File: config.mk
export PLATFORM = sky130hd
export DESIGN_NAME = writeback_select_pipe
export DESIGN_NICKNAME = d
export VERILOG_FILES = /design/src/rtl/writeback_select_pipe.sv
export SDC_FILE = /design/constraint.sdc
export NUM_CORES = 1
export LEC_CHECK = 0
export CAP_MARGIN = 40
export CORE_AREA = 2 2 84 86
export CTS_CLUSTER_SIZE = 24
export DETAILED_ROUTE_END_ITERATION = 8
export DIE_AREA = 0 0 86 88
export DONT_BUFFER_PORTS = 1
export MAX_ROUTING_LAYER = met4
export PLACE_DENSITY = 0.8
export SLEW_MARGIN = 15
export SYNTH_ARGS = -nofsm -noshare
export SYNTH_HDL_FRONTEND = slang
export SYNTH_SLANG_ARGS = --single-unit
File: constraint.sdc
create_clock -name clock -period 2 [get_ports clock]
set_input_delay 0.1 -clock clock [delete_from_list [all_inputs] [get_ports clock]]
set_output_delay 0.1 -clock clock [all_outputs]
set_load 0.01 [all_outputs]
File: src/rtl/writeback_select_pipe.sv
// Write-back source selector with a registered output stage.
// Chooses one of NUM_SRC packed sources or late memory data, waits for memory
// loads with a bounded timeout, and flags illegal selects and memory timeouts.
module writeback_select_pipe #(
  parameter int unsigned WIDTH       = 32,
  parameter int unsigned NUM_SRC     = 4,
  parameter int unsigned SEL_W       = 4,
  parameter int unsigned MEM_SEL     = 15,
  parameter int unsigned RADDR_W     = 5,
  parameter int unsigned MEM_TIMEOUT = 15
) (
  input  logic                     clock,
  input  logic                     reset_n,
  input  logic                     flush,
  input  logic                     in_valid,
  output logic                     in_ready,
  input  logic [SEL_W-1:0]         in_sel,
  input  logic [NUM_SRC*WIDTH-1:0] in_data,
  input  logic [RADDR_W-1:0]       in_rd,
  input  logic                     in_we,
  input  logic                     mem_valid,
  input  logic [WIDTH-1:0]         mem_data,
  output logic                     out_valid,
  input  logic                     out_ready,
  output logic [WIDTH-1:0]         out_data,
  output logic [RADDR_W-1:0]       out_rd,
  output logic                     out_we,
  output logic                     sel_error,
  output logic                     timeout_error
);

  typedef enum logic [1:0] {StEmpty, StWaitMem, StFull} state_e;

  state_e             state_q;
  logic [7:0]         cnt_q;
  logic               pend_we_q;
  logic [WIDTH-1:0]   src_data;
  logic               src_hit;
  logic               mem_hit;
  logic               accept;
  logic               wr_en;

  // Ready depends only on state, out_ready and flush so upstream sees no loop.
  always_comb begin
    in_ready = 1'b0;
    if (!flush) begin
      unique case (state_q)
        StEmpty: in_ready = 1'b1;
        StFull:  in_ready = out_ready;
        default: in_ready = 1'b0;
      endcase
    end
  end

  // Decode the select into a source slice; loop form avoids an out-of-range index.
  always_comb begin
    src_data = '0;
    src_hit  = 1'b0;
    for (int k = 0; k < int'(NUM_SRC); k++) begin
      if (in_sel == SEL_W'(k)) begin
        src_data = in_data[k*WIDTH +: WIDTH];
        src_hit  = 1'b1;
      end
    end
  end

  assign mem_hit = (in_sel == SEL_W'(MEM_SEL));
  assign accept  = in_valid && in_ready && !flush;
  assign wr_en   = in_we && (in_rd != '0);

  // Control FSM and registered result stage.
  always_ff @(posedge clock or negedge reset_n) begin
    if (!reset_n) begin
      state_q       <= StEmpty;
      cnt_q         <= '0;
      pend_we_q     <= 1'b0;
      out_valid     <= 1'b0;
      out_data      <= '0;
      out_rd        <= '0;
      out_we        <= 1'b0;
      sel_error     <= 1'b0;
      timeout_error <= 1'b0;
    end else if (flush) begin
      state_q   <= StEmpty;
      out_valid <= 1'b0;
      cnt_q     <= '0;
    end else if (accept) begin
      // Only reachable from EMPTY or FULL, which also covers back-to-back.
      out_rd <= in_rd;
      if (src_hit) begin
        out_data  <= src_data;
        out_we    <= wr_en;
        out_valid <= 1'b1;
        state_q   <= StFull;
      end else if (mem_hit && mem_valid) begin
        out_data  <= mem_data;
        out_we    <= wr_en;
        out_valid <= 1'b1;
        state_q   <= StFull;
      end else if (mem_hit) begin
        pend_we_q <= wr_en;
        out_we    <= 1'b0;
        out_valid <= 1'b0;
        cnt_q     <= '0;
        state_q   <= StWaitMem;
      end else begin
        out_data  <= '0;
        out_we    <= 1'b0;
        out_valid <= 1'b1;
        sel_error <= 1'b1;
        state_q   <= StFull;
      end
    end else begin
      unique case (state_q)
        StFull: begin
          if (out_ready) begin
            out_valid <= 1'b0;
            state_q   <= StEmpty;
          end
        end
        StWaitMem: begin
          // Data arriving on the expiry cycle still wins.
          if (mem_valid) begin
            out_data  <= mem_data;
            out_we    <= pend_we_q;
            out_valid <= 1'b1;
            state_q   <= StFull;
          end else if (cnt_q == 8'(MEM_TIMEOUT - 1)) begin
            out_data      <= '0;
            out_we        <= 1'b0;
            out_valid     <= 1'b1;
            timeout_error <= 1'b1;
            cnt_q         <= '0;
            state_q       <= StFull;
          end else begin
            cnt_q <= cnt_q + 8'd1;
          end
        end
        default: ;
      endcase
    end
  end

endmodule

### Word level (Yosys, flattened, before mapping)

Index checks and enable logic that the tools add are counted.

* flip-flop bits (word level): 52
* latch bits: 0
* RAM bits: 0
* memory bits (read-only): 0
* bits of input ports: 176
* output and inout bits: 42
* word-level logic and storage cells: 99
* memories: 0

* add/sub/neg operators: 1
* multipliers: 0
* divide/modulo/power cells: 0
* order comparisons: 0
* equality and inequality tests: 14
* shift-type cells: 0
* muxes and demuxes: 49
* bitwise gates (word level): 6
* reductions and logical operators: 20

Operators with widths (count)
* 32-bit 2-to-1 mux: 11
* 8-bit 2-to-1 mux: 8
* 5-bit AND reduction: 4
* 1-bit 2-to-1 mux: 19
* 2-bit 2-to-1 mux: 8
* 3-bit inequality test (second input constant): 3
* 8-bit by 1-bit adder with 8-bit output (second input constant): 1
* 4-bit by 2-bit == test with 1-bit output (second input constant): 2
* 8-bit by 4-bit == test with 1-bit output (second input constant): 1
* 1-bit NOT: 6
* 3-bit AND reduction: 2
* 3-bit nonzero test: 2
* 5-bit inequality test (second input constant): 1
* 5-bit nonzero test: 1
* 4-bit by 1-bit == test with 1-bit output (second input constant): 1
* 4-bit == test (second input constant): 1
* 1-bit logical AND: 4
* 4-bit zero test: 1
* 4-bit by 3-bit inequality test with 1-bit output (second input constant): 1
* 4-bit inequality test (second input constant): 1
* 1-bit one-hot mux with 2 select lines: 2
* 2-bit one-hot mux with 2 select lines: 1
* 4-bit AND reduction: 1
* 4-bit nonzero test: 1
* other kinds (7): 7

### Logic depth before layout (Yosys ltp)

Gate-level depths: netlist of run 1.

* depth in word-level cells: 8
* mapped depth: 9

### Worst setup path before layout of run 1

No wires, ideal clock.

* path type: flip-flop to flip-flop
* start point: register state_q[0]
* end point: register out_data[10]
* arrival: 1.975 ns
* required time: 1.875 ns
* path slack: -0.099 ns
* stages on the path, launching flop included: 9
* buffers on the path: 1
* cell sequence: dfrtp_1 > inv_1 > ha_1 > a21oi_1 > or3_1 > a2bb2oi_1 > o31a_2 > buf_2 > mux2_2

* word-level cells in the longest chain between the ends: 7
* elaborated cells on any way between the ends: 12

Ends and longest elaborated chain
* start, declared: line 34 `state_e state_q;`
* start signal, assigned: line 74 `state_q <= StEmpty;`
* start signal, assigned: line 84 `state_q <= StEmpty;`
* start signal, assigned: line 94 `state_q <= StFull;`
* 2-bit == test or 2-bit zero test (tied branches): line 47 `unique case (state_q)`
* 1-bit one-hot mux with 2 select lines: line 47
* 1-bit 2-to-1 mux: line 46 `if (!flush) begin`
* 1-bit logical AND (2 in series): line 68 `assign accept = in_valid && in_ready && !flush;`
* 4-bit by 3-bit inequality test with 1-bit output (no line), or another cell as far along
* 4-bit AND reduction (no line)
* end signal, assigned: line 91 `out_data <= src_data;`
* end signal, assigned: line 96 `out_data <= mem_data;`
* end signal, assigned: line 124 `out_data <= mem_data;`
* end, declared: line 25 `output logic [WIDTH-1:0] out_data,`

Parallel ways exist; a longest one is shown, timed or not.
A chain may end at the register's enable or synchronous reset.

### Worst setup path after layout of run 1

* start point: register state_q[1]
* end point: register out_data[29]

The elaborated chain is that of the path after synthesis.

==> key figures, run 1 <==
Timing
  • Hold Fails Final Rpt: 0
  • Setup TNS: -2.20 ns
  • Hold slack: 0.0339 ns
  • Final Slew Violations: 0
  • Worst Tran Pin Value: 0.383 ns
  • F_max: 482 MHz
  • Final period utilization: 104%
  • RSZ-0062 raised after global routing: true
  • Crit path time final: 2.08 ns
  • Worst Clk Skew: 0.00620 ns
  • Slew HR: 74.3%
  • Final setup fails: 39
  • Final worst slack: -0.0764 ns

Setup path
  • FF-to-FF path depth: 8
  • Crit end category: register
  • Kind of critical path: register to register
  • CP max-delay cell: dfrtp_1
  • Crit path depth: 8
  • Worst R2R Start: state_q[1]
  • Critical-path cell list: inv_2, ha_4, a21oi_4, or3_4, a2bb2oi_2, o31a_4, buf_12, mux2_2
  • Slowest stage delay, CP: 0.43 ns
  • Reg2Reg Setup Slack: -0.08 ns
  • Buf+Inv Stages, Crit Path: 2
  • Worst path required time: 2.19 ns
  • Arr. time, crit path: 2.26 ns
  • Maximum fanout along the worst path: 11
  • R2r endpoint: out_data[29]
  • Worst setup SP type: register
  • Top Family by Delay on Critical Path: compound AO/OA/AOI/OAI gates

Logic synthesis
  • Post-synthesis sequential area ratio: 38.6%
  • Syn_nets: 450
  • Synth area leaders: dfrtp_1 (39%), mux4_2 (21%), mux2_2 (10%)
  • Yosys warns: 0
  • Post-synth top area cell: dfrtp_1
  • Netlist cell types: 39
  • Post-Syn Area: 0.00337 mm^2
  • Cells after Synth: 269
  • Syn avg cell area: 12.5 um^2
  • Yosys reg bits: 52
  • Top-area cell type share of the netlist area: 38.6%

Detailed routing
  • DRC: 0
  • Pre-Repair DR Iteration Count: 4
  • Detail Route Antenna Nets: 0
  • DRT iter0 DRCs: 173
  • Vias: 2609
  • Via density: 6.99
  • DR WL/cell: 27.0 um
  • Total routed wirelength: 10100 um

Floorplan
  • IO Count: 218
  • Die Wd: 86 um
  • CORE AREA: 0.00664 mm^2
  • Core Rows: 30
  • Initial Util: 50.8%
  • Die area: 0.00757 mm^2
  • Die height: 88 um

Hold path
  • Hold EP: pend_we_q
  • Worst Hold Depth: 2
  • Worst Hold Class: input port to register
  • Hold Crit Start: in_we

Clock network
  • CTS tree: built
  • H-tree depth: 2
  • Worst-path clk slew: 0.09 ns
  • Worst-skew pair later-pin latency: 0.30 ns
  • Num CTS Buffers: 5
  • CTS root buffer: clkbuf_8
  • Clk buf depth: 2
  • Clk sinks: 52

Placed design
  • GPL Wtd Cong: 0.900
  • Port-buffer cells: 0
  • Dpl hpwl: 7470 um
  • Pre-CTS setup slack: -0.107 ns
  • Dpl cells: 350

Flow run
  • # Max-Cap Violations: 0

Finish
  • Commonest non-fill, non-tap cell in the layout: dfrtp_1
  • Fin cells: 373
  • Fin nets: 473
  • Commonest cells after routing, fill and taps aside: dfrtp_1 (52), mux4_2 (32), a22o_1 (32), mux2_2 (31), buf_4 (21)
  • Fillers: 502
  • Synthesis-to-layout area growth: 18.8%
  • Share of cells above drive strength 1: 42.5%

Global routing
  • Initial antenna violation count: 1
  • GRT overflow: 0
  • Vias in the first global route: 2783
  • Total track usage: 27.0%
  • Largest net degree at the start of global routing: 53
  • First-pass GRT wire length: 15000 um

Power
  • Pleak: 0.00167 uW
  • Comb pwr share: 23.9%
  • Internal power component: 1890 uW
  • Reg power frac: 54.7%
  • Total power: 2690 uW
  • Clock power share: 21.3%
  • Sw Share: 29.8%
  • Peak supply drop: 354 uV
  • Net switching power: 803 uW
  • PwrDens: 672 mW/mm^2

Run status
  • Failing checks: negative setup slack
  • Run status: finished, violations left
[what timing repair did]
action                     4_1_cts  5_1_grt
hold buffers                     9        0
hold endpoints to repair        60        0
resized for setup               24        5
setup endpoints to repair       39       42
buffers inserted                 3        1
pin swaps                        7        2
gates cloned                     1        1
[registers in the layout (all words and copies together), names as in the netlist]
name / cells
out_data: 32
cnt_q: 8
out_rd: 5
state_q: 2
out_valid: 1
out_we: 1
pend_we_q: 1
sel_error: 1
timeout_error: 1
[per-layer routing]
metal	track usage [%]	up-vias	share of wire, %
li1	-	1101	-
met1	32.3	1339	38
met2	45.2	155	53
met3	6.60	14	7.8
met4	8.23	0	1.7
met5	-	-	0
[cell families after synthesis]
group           after synthesis  synth area share [%]
mux                          67                  33.0
fa+ha+maj                     5                  1.85
compound gates               62                  14.7
buf+inv                      31                  4.12
flops                        52                  38.6
simple gates                 52                  7.71
[metrics by stage]
| step | utilization (%) | area (um^2) |
|---|---|---|
| 3_3_place_gp | 54.4 | 3620 |
| 6_report | 60.3 | 4010 |
| 5_1_grt | 60.3 | 4010 |
| 4_1_cts | 59.4 | 3950 |
| 3_5_place_dp | 54.4 | 3620 |
| 2_1_floorplan | - | 3390 |
[how the worst max path moves through the flow]
| stage | startpoint | endpoint |
|---|---|---|
| final | state_q[1] | out_data[29] |
| after global routing | state_q[1] | cnt_q[6] |
| after CTS | state_q[1] | cnt_q[6] |
| after detailed placement | state_q[0] | out_data[21] |
| after global placement | state_q[1] | cnt_q[7] |
| after floorplan | state_q[0] | out_data[6] |
[power by group through the flow]
stage,Clock (uW),Combinational (uW),Sequential (uW)
3_5_place_dp,0,525,1490
5_1_grt,639,695,1490
3_3_place_gp,0,501,1490
2_1_floorplan,0,452,1440
4_1_cts,596,620,1470
6_report,575,644,1470
[cells in the mapped netlist (all sizes together)]
library cell   n
nand2         17
inv            8
o22a           1
a21o           4
clkbuf        10
a21oi          3
nand4          3
nand2b         3
a22o          32
nand3          1
a31oi          1
a2bb2oi        4
o22ai          1
o31a           1
mux4          32
and4           1
nand4b         1
a31o           2
or2            1
or3            4
dfrtp         52
mux2          35
ha             5
o2bb2ai        4
nor2          10
o31ai          1
a221oi         1
or4            2
buf           13
and2           1
or2b           1
o21ai          7
nor3           6
nor4           1
[final cells by class]
cell class                      count  area, um^2  area share [%]
Multi-Input combinational cell    186        2070            51.5
Sequential cell                    52        1300            32.5
Timing Repair Buffer               39         432            10.8
Tap cell                           80         100            2.50
Clock buffer                        6        72.6            1.81
Inverter                            8        30.0           0.749
Clock inverter                      1        5.00           0.125
Antenna cell                        1        2.50          0.0624
(Power assumes the default switching activity.)
==> inputs of run 2 (changes only) <==
==> constraint.sdc (replaced) <==
create_clock -name clock -period 2 [get_ports clock]
set_input_delay 0.1 -clock clock [delete_from_list [all_inputs] [get_ports clock]]
set_output_delay 0.1 -clock clock [all_outputs]
set_load 0.005 [all_outputs]
==> run 2 against run 1 <==
Compared with the run above: the flow finishes with violations (negative hold slack, negative setup slack); largest power group unchanged; utilization increased by 2.0 points; critical path depth stayed put; highest routed layer unchanged; routed wire length grew 4.1%; sequential share of layout area is 1.1 points lower; non-clock buffer count rose by 1; sequential cell count did not move; largest cell class unchanged; fmax fell by 3.0%; setup slack got worse by 0.065 ns; clock skew increased by 0.0023 ns; combinational power is 8.1% higher.
==> key figures, run 2 (synthesized netlist as in run 1, its figures left out) <==
Finish
  • Fin cells: 375
  • Fin util: 62.4%
  • Max reg flops: 32
  • Synthesis-to-layout area growth: 22.8%
  • Fin nets: 474
  • Biggest regs: out_data: 32 flops, cnt_q: 8 flops, out_rd: 5 flops
  • Share of cells above drive strength 1: 45.2%
  • Register bank with the most flops: out_data
  • Commonest cells after routing, fill and taps aside: dfrtp_1 (52), mux4_2 (32), a22o_1 (32), mux2_2 (18), buf_4 (18)
  • Commonest non-fill, non-tap cell in the layout: dfrtp_1

Setup path
  • CP max-delay cell: dfrtp_1
  • Slowest stage delay, CP: 0.41 ns
  • Reg2Reg Setup Slack: -0.14 ns
  • Critical-path cell list: buf_6, ha_4, a21oi_4, or3_4, a2bb2oi_4, o31a_4, buf_12, mux2_2
  • FF-to-FF path depth: 8
  • Top Family by Delay on Critical Path: compound AO/OA/AOI/OAI gates
  • Maximum fanout along the worst path: 11
  • Worst path required time: 2.19 ns
  • R2r endpoint: out_data[27]
  • Arr. time, crit path: 2.33 ns
  • Worst setup SP type: register
  • Worst R2R Start: state_q[1]
  • Crit end category: register
  • Kind of critical path: register to register
  • Buf+Inv Stages, Crit Path: 2
  • Crit path depth: 8

Power
  • Pleak: 0.00173 uW
  • PwrDens: 683 mW/mm^2
  • Total power: 2830 uW
  • Peak supply drop: 356 uV

Detailed routing
  • Vias: 2685
  • Via density: 7.16
  • DRC: 0
  • Detail Route Antenna Nets: 0
  • Total routed wirelength: 10500 um
  • DRT iter0 DRCs: 228
  • DR WL/cell: 28.0 um
  • Pre-Repair DR Iteration Count: 4

Clock network
  • Worst-skew pair later-pin latency: 0.31 ns
  • Clk sinks: 52
  • Worst-path clk slew: 0.10 ns
  • Num CTS Buffers: 5
  • CTS tree: built
  • Clk buf depth: 2
  • CTS root buffer: clkbuf_8
  • H-tree depth: 2

Floorplan
  • Initial Util: 50.8%
  • Core Rows: 30
  • Die height: 88 um
  • Die area: 0.00757 mm^2
  • CORE AREA: 0.00664 mm^2
  • IO Count: 218
  • Die Wd: 86 um

Placed design
  • GPL Wtd Cong: 0.901
  • Dpl hpwl: 7490 um
  • Dpl cells: 349
  • Port-buffer cells: 0

Timing
  • RSZ-0062 raised after global routing: true
  • Worst Clk Skew: 0.00851 ns
  • Worst Tran Pin Value: 0.298 ns
  • F_max: 467 MHz
  • Final worst slack: -0.141 ns
  • Final period utilization: 107%
  • Final setup fails: 38
  • Slew HR: 80.1%
  • Hold slack: -0.00212 ns
  • Hold Fails Final Rpt: 1
  • Crit path time final: 2.14 ns
  • Final Slew Violations: 0

Hold path
  • Hold Crit Start: flush
  • Hold EP: out_we
  • Worst Hold Class: input port to register
  • Worst Hold Depth: 2

Run status
  • Failing checks: negative hold slack, negative setup slack
  • Run status: finished, violations left

Global routing
  • Total track usage: 26.6%
  • First-pass GRT wire length: 14800 um
  • Largest net degree at the start of global routing: 53
  • Vias in the first global route: 2731
  • Initial antenna violation count: 1
  • GRT overflow: 0

Flow run
  • # Max-Cap Violations: 0
run 2: cell count changes in the layout (fill, tap and decap cells not counted), sizes merged:
cell,previous run,this run
clkbuf,7,6
bufinv,0,1
buf,30,33
dlygate4sd3,8,7
run 2: metal layers:
| metal | share of wire (%) | routed length [um] | vias up | global-route usage [%] |
|---|---|---|---|---|
| li1 | - | - | 1107 | - |
| met1 | 38 | 3990 | 1395 | 33.7 |
| met2 | 53 | 5520 | 160 | 44.4 |
| met3 | 7.1 | 746 | 23 | 5.00 |
| met4 | 2.1 | 224 | 0 | 6.64 |
| met5 | 0 | 0 | - | - |
run 2: worst register-to-register path: cells and delay by family, from the launching register on:
| kind | cells | cell delay (ns) |
|---|---|---|
| AOI/OAI and AO/OA | 3 | 0.61 |
| DFF | 1 | 0.41 |
| muxes | 1 | 0.35 |
| buffers and inverters | 2 | 0.29 |
| and+or+nand+nor | 1 | 0.19 |
| adders and majority gates | 1 | 0.17 |
run 2: timing repair:
item / in CTS / in global routing
resized for setup: 19 / 35
pin swaps: 5 / 7
gates cloned: 1 / 0
buffers inserted: 4 / 4
hold buffers: 8 / 0
hold endpoints to repair: 60 / 0
setup endpoints to repair: 39 / 43
run 2: worst max path at each step:
stage	from	endpoint	slack (ns)
finish	state_q[1]	out_data[27]	-0.14
global route	state_q[1]	out_data[18]	-0.18
CTS	state_q[1]	cnt_q[4]	-0.08
detailed placement	state_q[1]	cnt_q[4]	-0.15
global placement	state_q[1]	cnt_q[4]	-0.05
floorplan	state_q[0]	out_data[6]	-0.001
run 2: per-stage QoR:
| stage | setup TNS (ns) | cell area (um^2) | setup slack (ns) | hold WS [ns] |
|---|---|---|---|---|
| finish | -3.81 | 4140 | -0.141 | -0.00212 |
| global route | -5.58 | 4140 | -0.181 | 0.00927 |
| CTS | -1.24 | 3940 | -0.0756 | 0.00115 |
| detailed placement | -3.74 | 3610 | -0.151 | -0.194 |
| global placement | -0.696 | 3610 | -0.0475 | -0.195 |
| floorplan | -0.00397 | 3390 | -0.00143 | -0.196 |
run 2: report_power, final:
| part | internal, uW | total [uW] | switching [uW] |
|---|---|---|---|
| Sequential | 1240 | 1410 | 166 |
| Combinational | 452 | 696 | 245 |
| Clock | 372 | 729 | 357 |
run 2: cell type report:
type | count | area, um^2
fillers | 482 | 2500
multi-input cells | 186 | 2150
flip-flops and latches | 52 | 1300
repair buffers | 40 | 450
well taps | 80 | 100
clock buffers | 6 | 72.6
clock inverters | 2 | 35.0
inverters | 8 | 30.0
diodes | 1 | 2.50
